`config.mk`:
```
export PLATFORM = sky130hd
export DESIGN_NAME = varredura_display
export DESIGN_NICKNAME = d
export VERILOG_FILES = /design/src/rtl/freq_pkg.sv /design/src/rtl/decod_7seg.sv /design/src/rtl/varredura_display.sv
export SDC_FILE = /design/constraint.sdc
export NUM_CORES = 1
export LEC_CHECK = 0
export CAP_MARGIN = 15
export CORE_ASPECT_RATIO = 0.8
export CORE_UTILIZATION = 25
export CTS_CLUSTER_DIAMETER = 40
export DETAILED_ROUTE_END_ITERATION = 16
export PLACE_DENSITY = 0.49
export SYNTH_ARGS = -nofsm -noshare
export SYNTH_HDL_FRONTEND = slang
export SYNTH_SLANG_ARGS = --single-unit
```
`constraint.sdc`:
```
create_clock -name clk -period 10.54 [get_ports clk]
set_input_delay 3.162 -clock clk [delete_from_list [all_inputs] [get_ports clk]]
set_output_delay 3.162 -clock clk [all_outputs]
set_load 0.01 [all_outputs]
```
`src/rtl/freq_pkg.sv`:
```
// Shared types and constants for the multiplexed 7-segment scanner.
// Holds the digit count, the scan FSM states and the segment codes.
package freq_pkg;

    localparam int NUM_DIGITOS = 5;

    typedef enum logic {
        APAGADO,
        ATIVO
    } estado_t;

    // Active-low {g,f,e,d,c,b,a}
    localparam logic [6:0] SEG_0       = 7'h40;
    localparam logic [6:0] SEG_1       = 7'h79;
    localparam logic [6:0] SEG_2       = 7'h24;
    localparam logic [6:0] SEG_3       = 7'h30;
    localparam logic [6:0] SEG_4       = 7'h19;
    localparam logic [6:0] SEG_5       = 7'h12;
    localparam logic [6:0] SEG_6       = 7'h02;
    localparam logic [6:0] SEG_7       = 7'h78;
    localparam logic [6:0] SEG_8       = 7'h00;
    localparam logic [6:0] SEG_9       = 7'h10;
    localparam logic [6:0] SEG_TRACO   = 7'h3F;
    localparam logic [6:0] SEG_APAGADO = 7'h7F;

endpackage

```
`src/rtl/decod_7seg.sv`:
```
// BCD digit to active-low 7-segment decoder; 10..31 show a dash.
// Ports: digito (5-bit value in), segmentos (7-bit {g..a} out).
module decod_7seg
    import freq_pkg::*;
(
    input  logic [4:0] digito,
    output logic [6:0] segmentos
);

    always_comb begin
        segmentos = SEG_TRACO;
        unique case (digito)
            5'd0:    segmentos = SEG_0;
            5'd1:    segmentos = SEG_1;
            5'd2:    segmentos = SEG_2;
            5'd3:    segmentos = SEG_3;
            5'd4:    segmentos = SEG_4;
            5'd5:    segmentos = SEG_5;
            5'd6:    segmentos = SEG_6;
            5'd7:    segmentos = SEG_7;
            5'd8:    segmentos = SEG_8;
            5'd9:    segmentos = SEG_9;
            default: segmentos = SEG_TRACO;
        endcase
    end

endmodule

```
`src/rtl/varredura_display.sv`:
```
// Five-digit multiplexed 7-segment scanner with shadow register,
// dark guard interval and leading-zero blanking.
// Ports: clk, limpar (sync reset), carregar (load strobe),
// reg_1..reg_5 (BCD digits), apagar_zeros (blank enable),
// anodos (active-low digit select), segmentos (active-low {g..a}).
module varredura_display
    import freq_pkg::*;
#(
    parameter int DIV_VARREDURA = 1000,
    parameter int GUARDA        = 2
) (
    input  logic       clk,
    input  logic       limpar,
    input  logic       carregar,
    input  logic [4:0] reg_1,
    input  logic [4:0] reg_2,
    input  logic [4:0] reg_3,
    input  logic [4:0] reg_4,
    input  logic [4:0] reg_5,
    input  logic       apagar_zeros,
    output logic [4:0] anodos,
    output logic [6:0] segmentos
);

    localparam int MAXC = (DIV_VARREDURA > GUARDA) ?
                          DIV_VARREDURA : GUARDA;
    localparam int PW   = $clog2(MAXC);

    logic [4:0]    sombra     [NUM_DIGITOS];
    logic [4:0]    nxt_sombra [NUM_DIGITOS];
    estado_t       estado, nxt_estado;
    logic [2:0]    idx, nxt_idx;
    logic [PW-1:0] presc, nxt_presc;

    logic [4:0]    digito;
    logic [6:0]    seg_dec;
    logic          apaga;
    logic [4:0]    nxt_anodos;
    logic [6:0]    nxt_seg;

    // Next-state logic; outputs are registered from these values so
    // they describe the same cycle as the state they accompany.
    always_comb begin
        nxt_sombra = sombra;
        if (carregar)
            nxt_sombra = '{reg_1, reg_2, reg_3, reg_4, reg_5};

        nxt_estado = estado;
        nxt_idx    = idx;
        nxt_presc  = presc + 1'b1;
        unique case (estado)
            APAGADO: begin
                if (presc == PW'(GUARDA - 1)) begin
                    nxt_estado = ATIVO;
                    nxt_presc  = '0;
                end
            end
            ATIVO: begin
                if (presc == PW'(DIV_VARREDURA - 1)) begin
                    nxt_estado = APAGADO;
                    nxt_presc  = '0;
                    nxt_idx    = (idx == 3'd4) ? 3'd0 : idx + 3'd1;
                end
            end
            default: nxt_estado = APAGADO;
        endcase
    end

    assign digito = nxt_sombra[nxt_idx];

    // Blank when this digit and all above it are zero; a dash is
    // non-zero, and the units digit always shows.
    always_comb begin
        apaga = apagar_zeros && (nxt_idx != 3'd0);
        for (int i = 0; i < NUM_DIGITOS; i++) begin
            if (3'(i) >= nxt_idx && nxt_sombra[i] != 5'd0)
                apaga = 1'b0;
        end
    end

    decod_7seg u_decod (
        .digito    (digito),
        .segmentos (seg_dec)
    );

    always_comb begin
        nxt_anodos = 5'b11111;
        nxt_seg    = SEG_APAGADO;
        if (nxt_estado == ATIVO) begin
            nxt_anodos = ~(5'b00001 << nxt_idx);
            nxt_seg    = apaga ? SEG_APAGADO : seg_dec;
        end
    end

    always_ff @(posedge clk) begin
        if (limpar) begin
            for (int i = 0; i < NUM_DIGITOS; i++)
                sombra[i] <= '0;
            estado    <= APAGADO;
            idx       <= '0;
            presc     <= '0;
            anodos    <= 5'b11111;
            segmentos <= SEG_APAGADO;
        end else begin
            sombra    <= nxt_sombra;
            estado    <= nxt_estado;
            idx       <= nxt_idx;
            presc     <= nxt_presc;
            anodos    <= nxt_anodos;
            segmentos <= nxt_seg;
        end
    end

endmodule

```
==> results of run 1 <==
## state kept, by name, indices dropped and copies added (netlist names)
name       cells
anodos         5
estado         1
sombra        25
presc         10
segmentos      7
idx            3
## final timing paths
| kind | from | endpoint | cells after the start |
|---|---|---|---|
| setup / recovery | carregar | segmentos[3] | 11 |
| hold reg to reg | presc[0] | presc[0] | 1 |
| hold / removal | presc[0] | presc[0] | 1 |
| setup reg to reg | idx[0] | segmentos[3] | 11 |
## Yosys cell counts (3+ instances only)
cell type and number:
dfxtp_1 51, a31oi_1 4, ha_1 9, buf_6 3, nand2_1 23, xnor2_1 3, mux2i_1 27, clkbuf_1 6
o211ai_1 6, buf_2 6, mux4_2 5, nor3_1 5, a41o_1 3, and3_1 4, mux2_2 6, nor2b_1 10
nor4_1 4, and2_1 4, o21ai_0 3, a211oi_1 5, nor2_1 47, xor2_1 5, nand3_1 14, a21oi_1 5
inv_1 12, nand2b_1 3
## layout make-up
class,count,area [µm²]
fill,1198,8010
multi-input combinational,243,1890
sequential,51,1020
timing repair buffer,42,410
tap,148,185
clock buffer,6,129
inverter,12,45.0
## routing by layer
metal	global-route usage	share of wire	wire (µm)
met1	0.191	0.52	4160
met2	0.203	0.42	3410
met3	0.0318	0.051	411
met4	0.0281	0.0061	49
met5	0	0	0
## cell families after synthesis
family,count (synthesis),share of synthesized area
XOR/XNOR,8,0.0230
multiplexers,41,0.164
adder cells (fa/ha/maj),9,0.0369
AO/OA/AOI/OAI,53,0.151
flip-flops,51,0.335
buffers and inverters,28,0.0443
AND/OR/NAND/NOR,132,0.247
## power groups by stage
stage	logic (mW)	registers, mW	clock network, mW
CTS	0.0829	0.214	0.159
global route	0.0910	0.215	0.167
finish	0.0822	0.214	0.155
global placement	0.0816	0.218	0
floorplan	0.0491	0.217	0
detailed placement	0.0826	0.218	0
==> out/metrics.cfg, run 1 <==
[finish]
final_common_cell = dfxtp_1
syn_to_final_growth_pct = 20.8
post-route-util = 0.315
layout_common_cells = dfxtp_1 (51), nor2_1 (47), clkdlybuf4s50_1 (39)
postLayoutCellArea_um2 = 3680
diodes = 0
drive_above_1_share = 0.107
final_cells = 502
fin_nets = 393

[setup_path]
crit_slowest_cell = buf_4
cpMostUsedCell = a211oi_1
crit_type = primary input to flip-flop
start_kind = primary input
r2r_setup_slack_ns = 6.79
path_max_fanout = 41
cp-end-kind = flip-flop
crit_required_ns = 10.74
critPathTopFamily = compound AO/OA/AOI/OAI gates
crit_chain = buf_2 > buf_4 > mux2_2 > a31oi_1 > a211oi_1 > a211oi_1 > a211oi_1 > nor2_1 > ha_1 > and2_1 > o311ai_1
crit_buf_inv = 2
cp.arrival_ns = 5.72
slowest_delay_ns = 0.48

[detailed_routing]
vias = 2559
first_iter_violations = 169
via_per_inst = 5.10
dr.pass1.iters = 10
wl_per_cell_um = 16.0
antenna_left = 0
drt_wl_total_um = 8030
drc_errors = 3

[die]
dieArea_um2 = 12600
io_pins = 41
die_h_um = 101
initial_core_util = 0.261
rows = 35
die_x_um = 125
coreArea_um2 = 11700

[global_routing]
antenna_found_initial = 0
grt_usage = 0.133
grt_pass1_wl_um = 13200
first_global_vias = 2463
grt_max_degree = 42
overflow = 0

[clock_tree]
clockBufferDepth = 2
post_cts_buffers = 0
cts_buffers = 5
clkSinkCount = 51
cts_hold_repair.buffers = 0
cts_tree = yes
cts_max_level = 2
clkTransAtPathRegs_ns = 0.06
cts_root_buf = clkbuf_16
ctsResizeCount = 0
insertion_delay_ns = 0.29

[flow_run]
max_cap_viol_count = 0

[synth]
ys.flop_type = dfxtp_1
yosys_warnings = 0
syn_nets = 360
synthCells = 322
ys_ff_latch = 51
syn_avg_cell_area_um2 = 9.47
synth_edf_count = 0
synth_cell_type_count = 62
netlist_area_um2 = 3050
synthDominantCellAreaShare = 0.335
ys_async_sr_fraction = 0
synth_area_leaders = dfxtp_1 (33%), mux2i_1 (8.9%), nor2_1 (5.8%)
ys_seq_area_frac = 0.335
synth_top_cell_by_area = dfxtp_1

[placed_design]
place_hpwl_um = 6020
dp_cells = 496
routabilityCongestion = 0.747
place_area_um2 = 3550
portBuffers = 40
pre_cts_slack_ns = 4.71

[power_and_ir_drop]
pwr-share-clk = 0.344
power.total_uw = 451
leakagePower_nw = 1.41
cellPowerDensity_nw_per_um2 = 122
peakVddDrop_mv = 0.0550
combinationalPowerShare = 0.182
p_int_uw = 332
switchingPower_uw = 119
seq_power_share = 0.474
sw_frac_of_total = 0.263

[timing]
finalCritPeriodShare = 0.524
tns_ns = 0
drv_slew = 0
skew_ns = 0.00528
hold_slack_ns = 0.486
tightest_slew_ns = 0.964
final-setup-viol-count = 0
finalHoldViolations = 0
max_freq_ghz = 0.181
rsz0062_at_grt = false
maxSlewHeadroom = 0.353
setup_ws_ns = 5.01
fin_crit_ns = 5.53

[outcome]
failed_checks = DRC
outcome = finished, violations left

[min_path]
min_path_type = flip-flop to flip-flop

No activity file was read; power rests on OpenSTA's default activity.
==> run 2, diff against run 1 <==
==> constraint.sdc (replaced) <==
create_clock -name clk -period 5.5 [get_ports clk]
set_input_delay 1.65 -clock clk [delete_from_list [all_inputs] [get_ports clk]]
set_output_delay 1.65 -clock clk [all_outputs]
set_load 0.01 [all_outputs]
==> run 2 against run 1 <==
Against the previous run: the flow still finishes with violations (DRC); register-to-register slack got worse by 5.2 ns; first-iteration DRC count increased by 1.8%; largest power group unchanged; global-route usage about the same; via count decreased by 1.5%; largest cell class unchanged.
==> out/metrics.cfg, run 2 (same netlist as run 1, synthesis figures left out) <==
[clock_tree]
cts_tree = yes
ctsResizeCount = 0
cts_buffers = 5
clkSinkCount = 51
clockBufferDepth = 2
clkTransAtPathRegs_ns = 0.07
cts_max_level = 2
post_cts_buffers = 0
insertion_delay_ns = 0.29
cts_root_buf = clkbuf_16
cts_hold_repair.buffers = 0

[die]
rows = 35
die_h_um = 101
io_pins = 41
dieArea_um2 = 12600
coreArea_um2 = 11700
die_x_um = 125
initial_core_util = 0.261

[global_routing]
grt_usage = 0.133
grt_pass1_wl_um = 13100
overflow = 0
grt_max_degree = 31
antenna_found_initial = 0
first_global_vias = 2466

[setup_path]
slowest_delay_ns = 0.50
worstRegToRegCells = 11
start_kind = primary input
cp.arrival_ns = 4.19
crit_slowest_cell = a211oi_1
crit_required_ns = 5.70
path_max_fanout = 22
crit_chain = buf_2 > mux2_2 > a31oi_1 > a211oi_1 > a211oi_1 > a211oi_1 > nor2_1 > ha_1 > and2_1 > o311ai_1
r2r-end = segmentos[3]
crit_start = carregar
worstReg2RegStart = idx[0]
r2r_setup_slack_ns = 1.59
cpMostUsedCell = a211oi_1
worstSetupEndpoint = segmentos[3]
crit_type = primary input to flip-flop
cp-end-kind = flip-flop

[finish]
nFillCells = 1202
drive_above_1_share = 0.120
final_common_cell = dfxtp_1
final_cells = 506
seq_area_um2 = 1020
syn_to_final_growth_pct = 21.7
top_regs = sombra (25), presc (10), segmentos (7)
largest_reg_flops = 25
postLayoutCellArea_um2 = 3710
diodes = 0
multi_input_area_um2 = 1890
layout_common_cells = dfxtp_1 (51), nor2_1 (47), clkdlybuf4s50_1 (39)
top_register = sombra
fin_nets = 395

[timing]
finalHoldViolations = 0
final-setup-viol-count = 0
max_freq_ghz = 0.250
rsz0062_at_grt = false
fin_crit_ns = 4.00
skew_ns = 0.00344
finalCritPeriodShare = 0.727
maxSlewHeadroom = 0.609
tns_ns = 0
tightest_slew_ns = 0.586
drv_slew = 0
hold_slack_ns = 0.478

[detailed_routing]
dr.pass1.iters = 10
vias = 2521
antenna_left = 0
drt_wl_total_um = 8120
first_iter_violations = 172
drc_errors = 3
wl_per_cell_um = 16.0
via_per_inst = 4.98

[outcome]
failed_checks = DRC
outcome = finished, violations left

[power_and_ir_drop]
peakVddDrop_mv = 0.104
cellPowerDensity_nw_per_um2 = 235
leakagePower_nw = 1.43

[placed_design]
dp_cells = 498
portBuffers = 40
place_hpwl_um = 6200
routabilityCongestion = 0.819
place_area_um2 = 3570

[min_path]
hold_depth = 1
min_path_type = flip-flop to flip-flop

[flow_run]
max_cap_viol_count = 0

==> run 2: cell count changes in the layout (fill, tap and decap cells not counted), sizes merged <==
cell	previous run	this run
buf	3	5
clkbuf	6	5
clkinv	0	3
==> run 2: how the worst min path moves through the flow <==
stage / start / end / slack, ns
global route: presc[0] / presc[0] / 0.52
CTS: presc[0] / presc[0] / 0.49
global placement: presc[0] / presc[0] / 0.46
detailed placement: presc[0] / presc[0] / 0.47
finish: presc[0] / presc[0] / 0.48
floorplan: presc[0] / presc[0] / 0.44
==> run 2: layer usage <==
layer  vias to the layer above  GRT usage  wire (µm)
met4                         0     0.0422         87
met1                      1214      0.194       4340
met5                         -          0          0
met3                         7     0.0287        277
met2                        52      0.194       3410
li1                       1248          -          -
==> run 2: power breakdown <==
group          total [mW]  internal [mW]  switching (mW)
logic               0.160         0.0803          0.0793
clock network       0.303          0.166           0.137
registers           0.409          0.394          0.0154
total               0.872          0.640           0.231
==> run 2: worst max-delay path: cells and delay by family <==
family / cells / cell delay, ns
compound gates: 5 / 1.13
buf+inv: 1 / 0.45
fa+ha+maj: 1 / 0.34
simple gates: 2 / 0.32
mux: 1 / 0.29
==> run 2: area by class of cell <==
cell class              instances  share of cell area
multi-input cells             243               0.510
flip-flops and latches         51               0.275
repair buffers                 44               0.115
well taps                     148              0.0499
clock buffers                   5              0.0337
inverters                      12              0.0121
clock inverters                 3             0.00405
==> run 2: stage by stage <==
| stage | power (mW) | utilization | setup slack (ns) |
|---|---|---|---|
| 2_1_floorplan | 0.511 | - | 1.61 |
| 5_1_grt | 0.918 | 0.317 | 1.35 |
| 3_3_place_gp | 0.577 | 0.305 | 1.23 |
| 3_5_place_dp | 0.577 | 0.305 | 1.20 |
| 4_1_cts | 0.886 | 0.317 | 1.50 |
| 6_report | 0.872 | 0.317 | 1.50 |
==> run 3, diff against run 2 <==
==> constraint.sdc (replaced) <==
create_clock -name clk -period 4.1 [get_ports clk]
set_input_delay 1.23 -clock clk [delete_from_list [all_inputs] [get_ports clk]]
set_output_delay 1.23 -clock clk [all_outputs]
set_load 0.01 [all_outputs]
==> run 3 against run 2 <==
Against the previous run: the flow still finishes with violations (DRC); critical path depth stayed put; global-route usage is 0.23 points lower; combinational power is 32% higher; largest cell class unchanged.
==> out/metrics.cfg, run 3 (same netlist as run 1, synthesis figures left out) <==
[setup_path]
path_max_fanout = 11
crit_type = flip-flop to flip-flop
crit_chain = ha_1 > and4_2 > nand4_4 > mux2i_4 > mux2_1 > a211oi_1 > nor2_1 > ha_1 > and2_1 > o311ai_1
crit_start = presc[0]
slowest_delay_ns = 0.48
worstReg2RegStart = presc[0]
critPathTopFamily = simple AND/OR/NAND/NOR gates
worstSetupEndpoint = segmentos[3]
crit_required_ns = 4.30
cpMostUsedCell = ha_1
start_kind = flip-flop
crit_slowest_cell = and4_2
cp.arrival_ns = 3.61
worst-path-stages = 10
r2r-end = segmentos[3]
worstRegToRegCells = 10
r2r_setup_slack_ns = 0.69
crit_buf_inv = 0
cp-end-kind = flip-flop

[power_and_ir_drop]
power.total_mw = 1.21
cellPowerDensity_nw_per_um2 = 322
peakVddDrop_mv = 0.142
leakagePower_nw = 1.45

[finish]
fin_nets = 399
top_register = sombra
syn_to_final_growth_pct = 23.2
drive_above_1_share = 0.127
final_common_cell = dfxtp_1
largest_reg_flops = 25
layout_common_cells = dfxtp_1 (51), nor2_1 (47), clkdlybuf4s50_1 (39)
top_regs = sombra (25), presc (10), segmentos (7)
diodes = 0

[clock_tree]
clkSinkCount = 51
cts_tree = yes
clockBufferDepth = 2
clkTransAtPathRegs_ns = 0.07
cts_hold_repair.buffers = 0
cts_root_buf = clkbuf_16
ctsResizeCount = 0
cts_max_level = 2
cts_buffers = 5
post_cts_buffers = 0
insertion_delay_ns = 0.29

[detailed_routing]
vias = 2528
antenna_left = 0
wl_per_cell_um = 15.8
dr.pass1.iters = 10
first_iter_violations = 119
drc_errors = 3
via_per_inst = 4.96
drt_wl_total_um = 8050

[timing]
skew_ns = 0.00556
maxSlewHeadroom = 0.606
finalCritPeriodShare = 0.832
drv_slew = 0
fin_crit_ns = 3.41
max_freq_ghz = 0.293
tightest_slew_ns = 0.590
final-setup-viol-count = 0
finalHoldViolations = 0
rsz0062_at_grt = false
tns_ns = 0

[die]
coreArea_um2 = 11700
die_h_um = 101
rows = 35
die_x_um = 125
dieArea_um2 = 12600
initial_core_util = 0.261
io_pins = 41

[placed_design]
portBuffers = 40
routabilityCongestion = 0.817
place_hpwl_um = 6200

[global_routing]
grt_max_degree = 30
overflow = 0
first_global_vias = 2369
antenna_found_initial = 0
grt_pass1_wl_um = 12800
grt_usage = 0.131

[outcome]
failed_checks = DRC
outcome = finished, violations left

[flow_run]
max_cap_viol_count = 0

[min_path]
min_path_type = flip-flop to flip-flop

-- run 3: cell types whose count changed in the layout (fill, tap and decap cells not counted), sizes merged --
cell / change
buf: +4
clkbuf: +3
clkinv: -3
-- run 3: power by group --
group          internal [mW]  switching [mW]
clock                  0.260           0.186
combinational          0.107           0.106
sequential             0.528          0.0222
total                  0.895           0.314
-- run 3: worst min-delay path by stage --
stage	startpoint	end	slack (ns)	cells after the start
after global routing	presc[0]	presc[0]	0.50	1
after CTS	presc[0]	presc[0]	0.49	1
final	presc[0]	presc[0]	0.49	1
after floorplan	presc[0]	presc[0]	0.44	1
after global placement	presc[0]	presc[0]	0.45	1
after detailed placement	presc[0]	presc[0]	0.48	1
-- run 3: cell type report --
type / count / area, µm²
flip-flops and latches: 51 / 1020
well taps: 148 / 185
repair buffers: 48 / 455
inverters: 12 / 45.0
clock buffers: 8 / 156
fillers: 1196 / 7940
multi-input cells: 243 / 1890
-- run 3: through the flow --
step	setup WS [ns]	util	cells	instance area, µm²	hold WS, ns
after floorplan	0.633	-	322	3050	0.441
after global placement	0.481	0.308	502	3600	0.455
after detailed placement	0.400	0.308	502	3600	0.482
after CTS	0.694	0.321	510	3760	0.493
after global routing	0.458	0.321	510	3760	0.501
final	0.688	0.321	510	3760	0.491
-- run 3: per-layer routing --
| metal | part of all wire | track usage | wire length, µm |
|---|---|---|---|
| met2 | 0.43 | 0.201 | 3440 |
| met3 | 0.038 | 0.0287 | 303 |
| met4 | 0.0050 | 0.0338 | 40 |
| met1 | 0.53 | 0.185 | 4260 |
| met5 | 0 | 0 | 0 |
